## src/rtl/serial_adder.sv

```systemverilog
// Bit-serial adder: one sum bit per clock, LSB first, through a single carry flop.
// The result registers update only on completion, so sum/cout hold between operations.
module serial_adder #(
  parameter int WIDTH = 8
) (
  input  logic             clk,
  input  logic             rst_n,
  input  logic             start,
  input  logic [WIDTH-1:0] a,
  input  logic [WIDTH-1:0] b,
  input  logic             cin,
  output logic             busy,
  output logic             done,
  output logic [WIDTH-1:0] sum,
  output logic             cout
);

  localparam int CW = $clog2(WIDTH + 1);

  typedef enum logic [1:0] {
    IDLE  = 2'd0,
    SHIFT = 2'd1,
    DONE  = 2'd2
  } state_t;

  state_t           state_q, state_d;
  logic [WIDTH-1:0] a_sr_q, a_sr_d;
  logic [WIDTH-1:0] b_sr_q, b_sr_d;
  logic [WIDTH-1:0] acc_q, acc_d;
  logic             c_q, c_d;
  logic [CW-1:0]    cnt_q, cnt_d;
  logic [WIDTH-1:0] sum_q, sum_d;
  logic             cout_q, cout_d;

  logic s1, c1, sbit, c2;

  always_comb begin
    state_d = state_q;
    a_sr_d  = a_sr_q;
    b_sr_d  = b_sr_q;
    acc_d   = acc_q;
    c_d     = c_q;
    cnt_d   = cnt_q;
    sum_d   = sum_q;
    cout_d  = cout_q;
    // Two half adders plus a carry-merge OR form the per-bit full add.
    s1      = a_sr_q[0] ^ b_sr_q[0];
    c1      = a_sr_q[0] & b_sr_q[0];
    sbit    = s1 ^ c_q;
    c2      = s1 & c_q;

    case (state_q)
      IDLE: begin
        if (start) begin
          a_sr_d  = a;
          b_sr_d  = b;
          c_d     = cin;
          cnt_d   = '0;
          acc_d   = '0;
          state_d = SHIFT;
        end
      end
      SHIFT: begin
        // New bit enters at the MSB so that after WIDTH shifts bit 0 sits at the LSB.
        acc_d  = (acc_q >> 1) | (WIDTH'(sbit) << (WIDTH - 1));
        c_d    = c1 | c2;
        a_sr_d = a_sr_q >> 1;
        b_sr_d = b_sr_q >> 1;
        cnt_d  = cnt_q + CW'(1);
        if (cnt_q == CW'(WIDTH - 1)) state_d = DONE;
      end
      DONE: begin
        sum_d   = acc_q;
        cout_d  = c_q;
        state_d = IDLE;
      end
      default: state_d = IDLE;
    endcase
  end

  always_ff @(posedge clk or negedge rst_n) begin
    if (!rst_n) begin
      state_q <= IDLE;
      a_sr_q  <= '0;
      b_sr_q  <= '0;
      acc_q   <= '0;
      c_q     <= 1'b0;
      cnt_q   <= '0;
      sum_q   <= '0;
      cout_q  <= 1'b0;
    end else begin
      state_q <= state_d;
      a_sr_q  <= a_sr_d;
      b_sr_q  <= b_sr_d;
      acc_q   <= acc_d;
      c_q     <= c_d;
      cnt_q   <= cnt_d;
      sum_q   <= sum_d;
      cout_q  <= cout_d;
    end
  end

  assign busy = (state_q == SHIFT);
  assign done = (state_q == DONE);
  assign sum  = sum_q;
  assign cout = cout_q;

endmodule

```

## config.mk

```make
export PLATFORM = sky130hd
export DESIGN_NAME = serial_adder
export DESIGN_NICKNAME = d
export VERILOG_FILES = /design/src/rtl/serial_adder.sv
export SDC_FILE = /design/constraint.sdc
export NUM_CORES = 1
export LEC_CHECK = 0
export ABC_AREA = 1
export CAP_MARGIN = 30
export CORE_ASPECT_RATIO = 2
export CORE_MARGIN = 4
export CORE_UTILIZATION = 45
export DETAILED_ROUTE_END_ITERATION = 6
export PLACE_DENSITY = 0.82
export SKIP_LAST_GASP = 1
export SLEW_MARGIN = 40
export SYNTH_ARGS = -nofsm -noshare
export SYNTH_HDL_FRONTEND = slang
export SYNTH_SLANG_ARGS = --single-unit
```

## constraint.sdc

```tcl
create_clock -name clk -period 1.73 [get_ports clk]
set_clock_uncertainty 0.2 [all_clocks]
set_input_delay 0.173 -clock clk [delete_from_list [all_inputs] [get_ports clk]]
set_output_delay 0.173 -clock clk [all_outputs]
set_load 0.01 [all_outputs]
```

; After elaboration in Yosys (flattened, before gate mapping)
; Index checks and enable logic that the tools add are counted.
[totals]
inputBits = 20
n_memories = 0
latch_bits = 0
romBits = 0
out_inout_bits = 11
reg_bits = 40
elab_cells = 37
ramBits = 0
[classes]
multipliers = 0
muxes = 13
n_reduce_logical = 4
n_lt_le_gt_ge = 0
n_div = 0
n_eq_ne = 5
n_bitwise = 6
n_shift = 0
addsub = 1
[ops]
columns = op, count
row1 = case mux 8 bit (2 select lines), 3
row2 = 2-to-1 mux 8 bit, 3
row3 = bitwise OR 7 x 8 -> 8 bit, 1
row4 = case mux 4 bit (2 select lines), 1
row5 = adder 4 x 1 -> 4 bit (second input constant), 1
row6 = == test 4 x 3 -> 1 bit (second input constant), 1
row7 = 2-to-1 mux 2 bit, 2
row8 = 2-to-1 mux 4 bit, 1
row9 = case mux 2 bit (2 select lines), 1
row10 = AND reduction 2 bit, 2
row11 = bitwise AND 1 bit, 2
row12 = == test 2 x 1 -> 1 bit (second input constant), 1
row13 = == test 2 bit (second input constant), 1
row14 = logical NOT 2 bit, 1
row15 = != test 2 x 1 -> 1 bit (second input constant), 1
row16 = != test 2 bit (second input constant), 1
row17 = case mux 1 bit (2 select lines), 1
row18 = nonzero test 2 bit, 1
row19 = bitwise XOR 1 bit, 2
row20 = 2-to-1 mux 1 bit, 1
row21 = bitwise OR 1 bit, 1

; Logic depth before layout (Yosys ltp)
[logic_depth]
depth_word = 4
depth_mapped = 6

; Least setup slack after synthesis
; No wires, ideal clock.
[synth_timing]
path_type = register to register
start = register a_sr_q[0]
end = register acc_q[7]
period_less_slack_ns = 1.290
arrival_time_ns = 0.963
slack_ns = 0.440
path_stages_with_launch = 4
n_path_buf = 0
cell_sequence = dfrtp_1 -> inv_1 -> fa_1 -> o22ai_1
[synth_via]
elab_chain_len = 4
[synth_lines]
columns = element, line
row1 = start: declaration, 27  ; logic [WIDTH-1:0] a_sr_q, a_sr_d;
row2 = start signal: assignment, 93  ; a_sr_q <= a_sr_d;
row3 = bitwise XOR 1 bit, 47  ; s1 = a_sr_q[0] ^ b_sr_q[0];
row4 = bitwise XOR 1 bit, 49  ; sbit = s1 ^ c_q;
row5 = bitwise OR 7 x 8 -> 8 bit, 65  ; acc_d = (acc_q >> 1) | (WIDTH'(sbit) << (WIDTH - 1));
row6 = case mux 8 bit (2 select lines), 52  ; case (state_q)
row7 = end signal: assignment, 86  ; acc_q <= '0;
row8 = end signal: assignment, 95  ; acc_q <= acc_d;
row9 = end: declaration, 29  ; logic [WIDTH-1:0] acc_q, acc_d;
; No other way between the ends.
; A chain may end at the register's enable or synchronous reset.

; Worst setup path after layout
[layout_timing]
start = register sum_q[7], in the netlist sum[7]
end = output port sum[7]
[layout_lines]
columns = element, line
row1 = start: declaration, 32  ; logic [WIDTH-1:0] sum_q, sum_d;
row2 = start signal: assignment, 98  ; sum_q <= sum_d;
row3 = end: declaration, 14  ; output logic [WIDTH-1:0] sum,
; No word-level cell between the ends.

==> flow_summary_export.csv <==
group,metric,value,unit
worst_setup_path,critPathArrivalTime,1180,ps
worst_setup_path,worstSetupEndpointType,"output port",
worst_setup_path,path_buf_inv,1,
die,rows,31,
clock_tree,clkTransAtPathRegs,80,ps
grt,grt.total_usage,14.9,%
synth,ys_seq_area_share,58.7,%
synth,yosysTopAreaCell,"dfrtp_1",
synth,syn_area_per_cell,9.27,sq um
grt,first_global_vias,1289,
die,die_w,51.5,um
route,first_iter_violations,28,
route,via_count,1349,
timing,worst_pin_slew,486,ps
clock_tree,cts_max_path_buffers,2,
worst_setup_path,crit_path_cell_trace,"clkdlybuf4s50_1",
run,max_cap_violations,0,
synth,syn_area,0.00171,sq mm
finish,fin_util,59.7,%
synth,syn_inst,184,
worst_setup_path,max_stage_delay,540,ps
grt,grt_pass1_wl,5380,um
timing,min_period_over_period,89.9,%
timing,setup_viol,0,
timing,min_period,1560,ps
clock_tree,cts_tree,"yes",
timing,hold_viol_final,0,
synth,yosys_register_bits,40,
power_and_ir_drop,p_leak,1.05,nW
route,post_drt_via_cell_ratio,4.98,
power_and_ir_drop,power_density,1630,mW/mm^2
place,pre_cts_slack,147,ps
die,ios,31,
clock_tree,clock_sinks,40,
synth,synth_top_area_share,58.7,%
timing,layout_setup_ws,174,ps
clock_tree,cts_root_buf,"clkbuf_8",
timing,slew_headroom,67.6,%
grt,antenna_found_initial,0,
grt,grt_max_degree,41,
worst_setup_path,worst_setup_path_start_kind,"flop",
min_path,min_path_type,"in -> reg",
status,status,"finished clean",
worst_setup_path,crit_fanout,2,
finish,layout-drive-gt1-share,10.8,%
synth,synth_nets,206,
timing,drv_slew,0,
clock_tree,cts_buffers,5,
route,drt.antenna.violating_nets,0,
finish,antenna_cells,0,
synth,yosys_warnings,0,
clock_tree,htreeDepth,2,
route,wl,3210,um
finish,area_delta_synth_final,27.6,%
power_and_ir_drop,peakVddDrop,0.00112,V
place,place_congestion,0.777,
worst_setup_path,cp_top_family,"buffers and inverters",
place,place_hpwl,2300,um
place,io_buffers,30,
die,dieArea,0.00490,sq mm
worst_setup_path,crit_required,1360,ps
synth,synth_cell_types,19,
die,core_area,0.00365,sq mm
worst_setup_path,cpMaxStageDelayCell,"clkdlybuf4s50_1",
die,fp.dieH,95.1,um
route,drcViolationCount,0,
die,start_util,46.8,%
clock_tree,clock_latency,290,ps
worst_setup_path,worstSetupPathType,"reg -> out",
route,firstDrtPassIters,4,
timing,fin_tns_setup,0,ps
timing,grt_setup_unrepaired,"false",
timing,max_freq,0.643,GHz
route,wl_per_cell,11.9,um
finish,fin_nets,243,
grt,overflow,0,
synth,synth_area_leaders,"dfrtp_1, nand3_1, nand2_1, buf_4, inv_1",
tightest hold or removal path, delay by kind of cell:
family | cells | cell delay [ps]
buffers and inverters | 1 | 390
AND/OR/NAND/NOR | 2 | 100
kinds of logic (layout without fill, tap and decap cells):
| group | Yosys count | count (layout) | share of synthesized area, % |
|---|---|---|---|
| flip-flops | 40 | 40 | 58.7 |
| AO/OA/AOI/OAI | 20 | 20 | 6.46 |
| XOR/XNOR | 1 | 1 | 0.514 |
| AND/OR/NAND/NOR | 96 | 96 | 25.1 |
| adder cells (fa/ha/maj) | 2 | 2 | 1.91 |
| buffers and inverters | 25 | 63 | 7.34 |
report_power, final:
group          switching, mW  internal, mW  total, mW
Sequential             0.197          1.31       1.51
Clock                  0.314         0.426      0.740
Combinational          0.709         0.584       1.29
Total                   1.22          2.32       3.54
sequential cells by signal, summed over array words and instances, names as in the netlist:
register,cells
a_sr_q,8
acc_q,8
b_sr_q,8
sum,8
cnt_q,4
state_q,2
c_q,1
cout,1
metrics by stage:
| step | cell area, sq um | instances | total power [mW] | hold WS (ps) |
|---|---|---|---|---|
| detailed placement | 2050 | 261 | 2.82 | 53.1 |
| floorplan | 1710 | 184 | 2.39 | -323 |
| CTS | 2180 | 271 | 3.59 | 206 |
| finish | 2180 | 271 | 3.54 | 216 |
| global placement | 2050 | 261 | 2.76 | 53.7 |
| global route | 2180 | 271 | 3.82 | 229 |
layer usage:
| metal | global-route usage, % | vias to the layer above | share of wire (%) |
|---|---|---|---|
| met5 | 0 | - | 0 |
| met2 | 26.5 | 36 | 54 |
| met1 | 15.7 | 636 | 40 |
| li1 | - | 673 | - |
| met4 | 8.53 | 0 | 1.5 |
| met3 | 3.29 | 4 | 4.7 |
cells in the mapped netlist, drive strengths merged:
cell,count
a21oi,1
buf,9
dfrtp,40
fa,1
ha,1
inv,16
nand2,53
nand3,38
nand4,1
nor2,4
o21ai,11
o22ai,8
xnor2,1
timing repair:
action,CTS,global route
buffers inserted,1,0
endpoints found under the setup margin,2,0
hold buffers,1,0
endpoints found under the hold margin,40,0
resized for setup,2,0
path summary, 6_finish.rpt:
check                                   endpoint                   start  slack [ps]  depth (start not counted)
setup / recovery                          sum[7]      sum[7]$_DFFE_PN0P_         170                          1
hold / removal             b_sr_q[7]$_DFFE_PN0P_                    b[7]         220                          3
setup reg to reg                 c_q$_DFFE_PN0P_  state_q[0]$_DFFE_PN0P_         200                          6
hold reg to reg               sum[2]$_DFFE_PN0P_      sum[2]$_DFFE_PN0P_         290                          2
max in group asynchronous  a_sr_q[7]$_DFFE_PN0P_                   rst_n         720                          3
min in group asynchronous  b_sr_q[1]$_DFFE_PN0P_                   rst_n         260                          3
area by class of cell:
class,instances,area (sq um)
Timing Repair Buffer,39,363
Tap cell,49,61.3
Sequential cell,40,1000
Clock inverter,3,42.5
Inverter,16,60.1
Fill cell,347,1470
Clock buffer,5,68.8
Multi-Input combinational cell,119,579
placed cells by master, fill, tap and decap left out, types with 3 or more instances in the layout:
cell and instances:
nand3_1 38, inv_1 14, o22ai_1 8, nand2_1 50, dfrtp_1 40, clkdlybuf4s50_1 27, o21ai_0 10, clkbuf_8 5
buf_4 8, nand2_2 3
No activity file was read; power rests on OpenSTA's default activity.
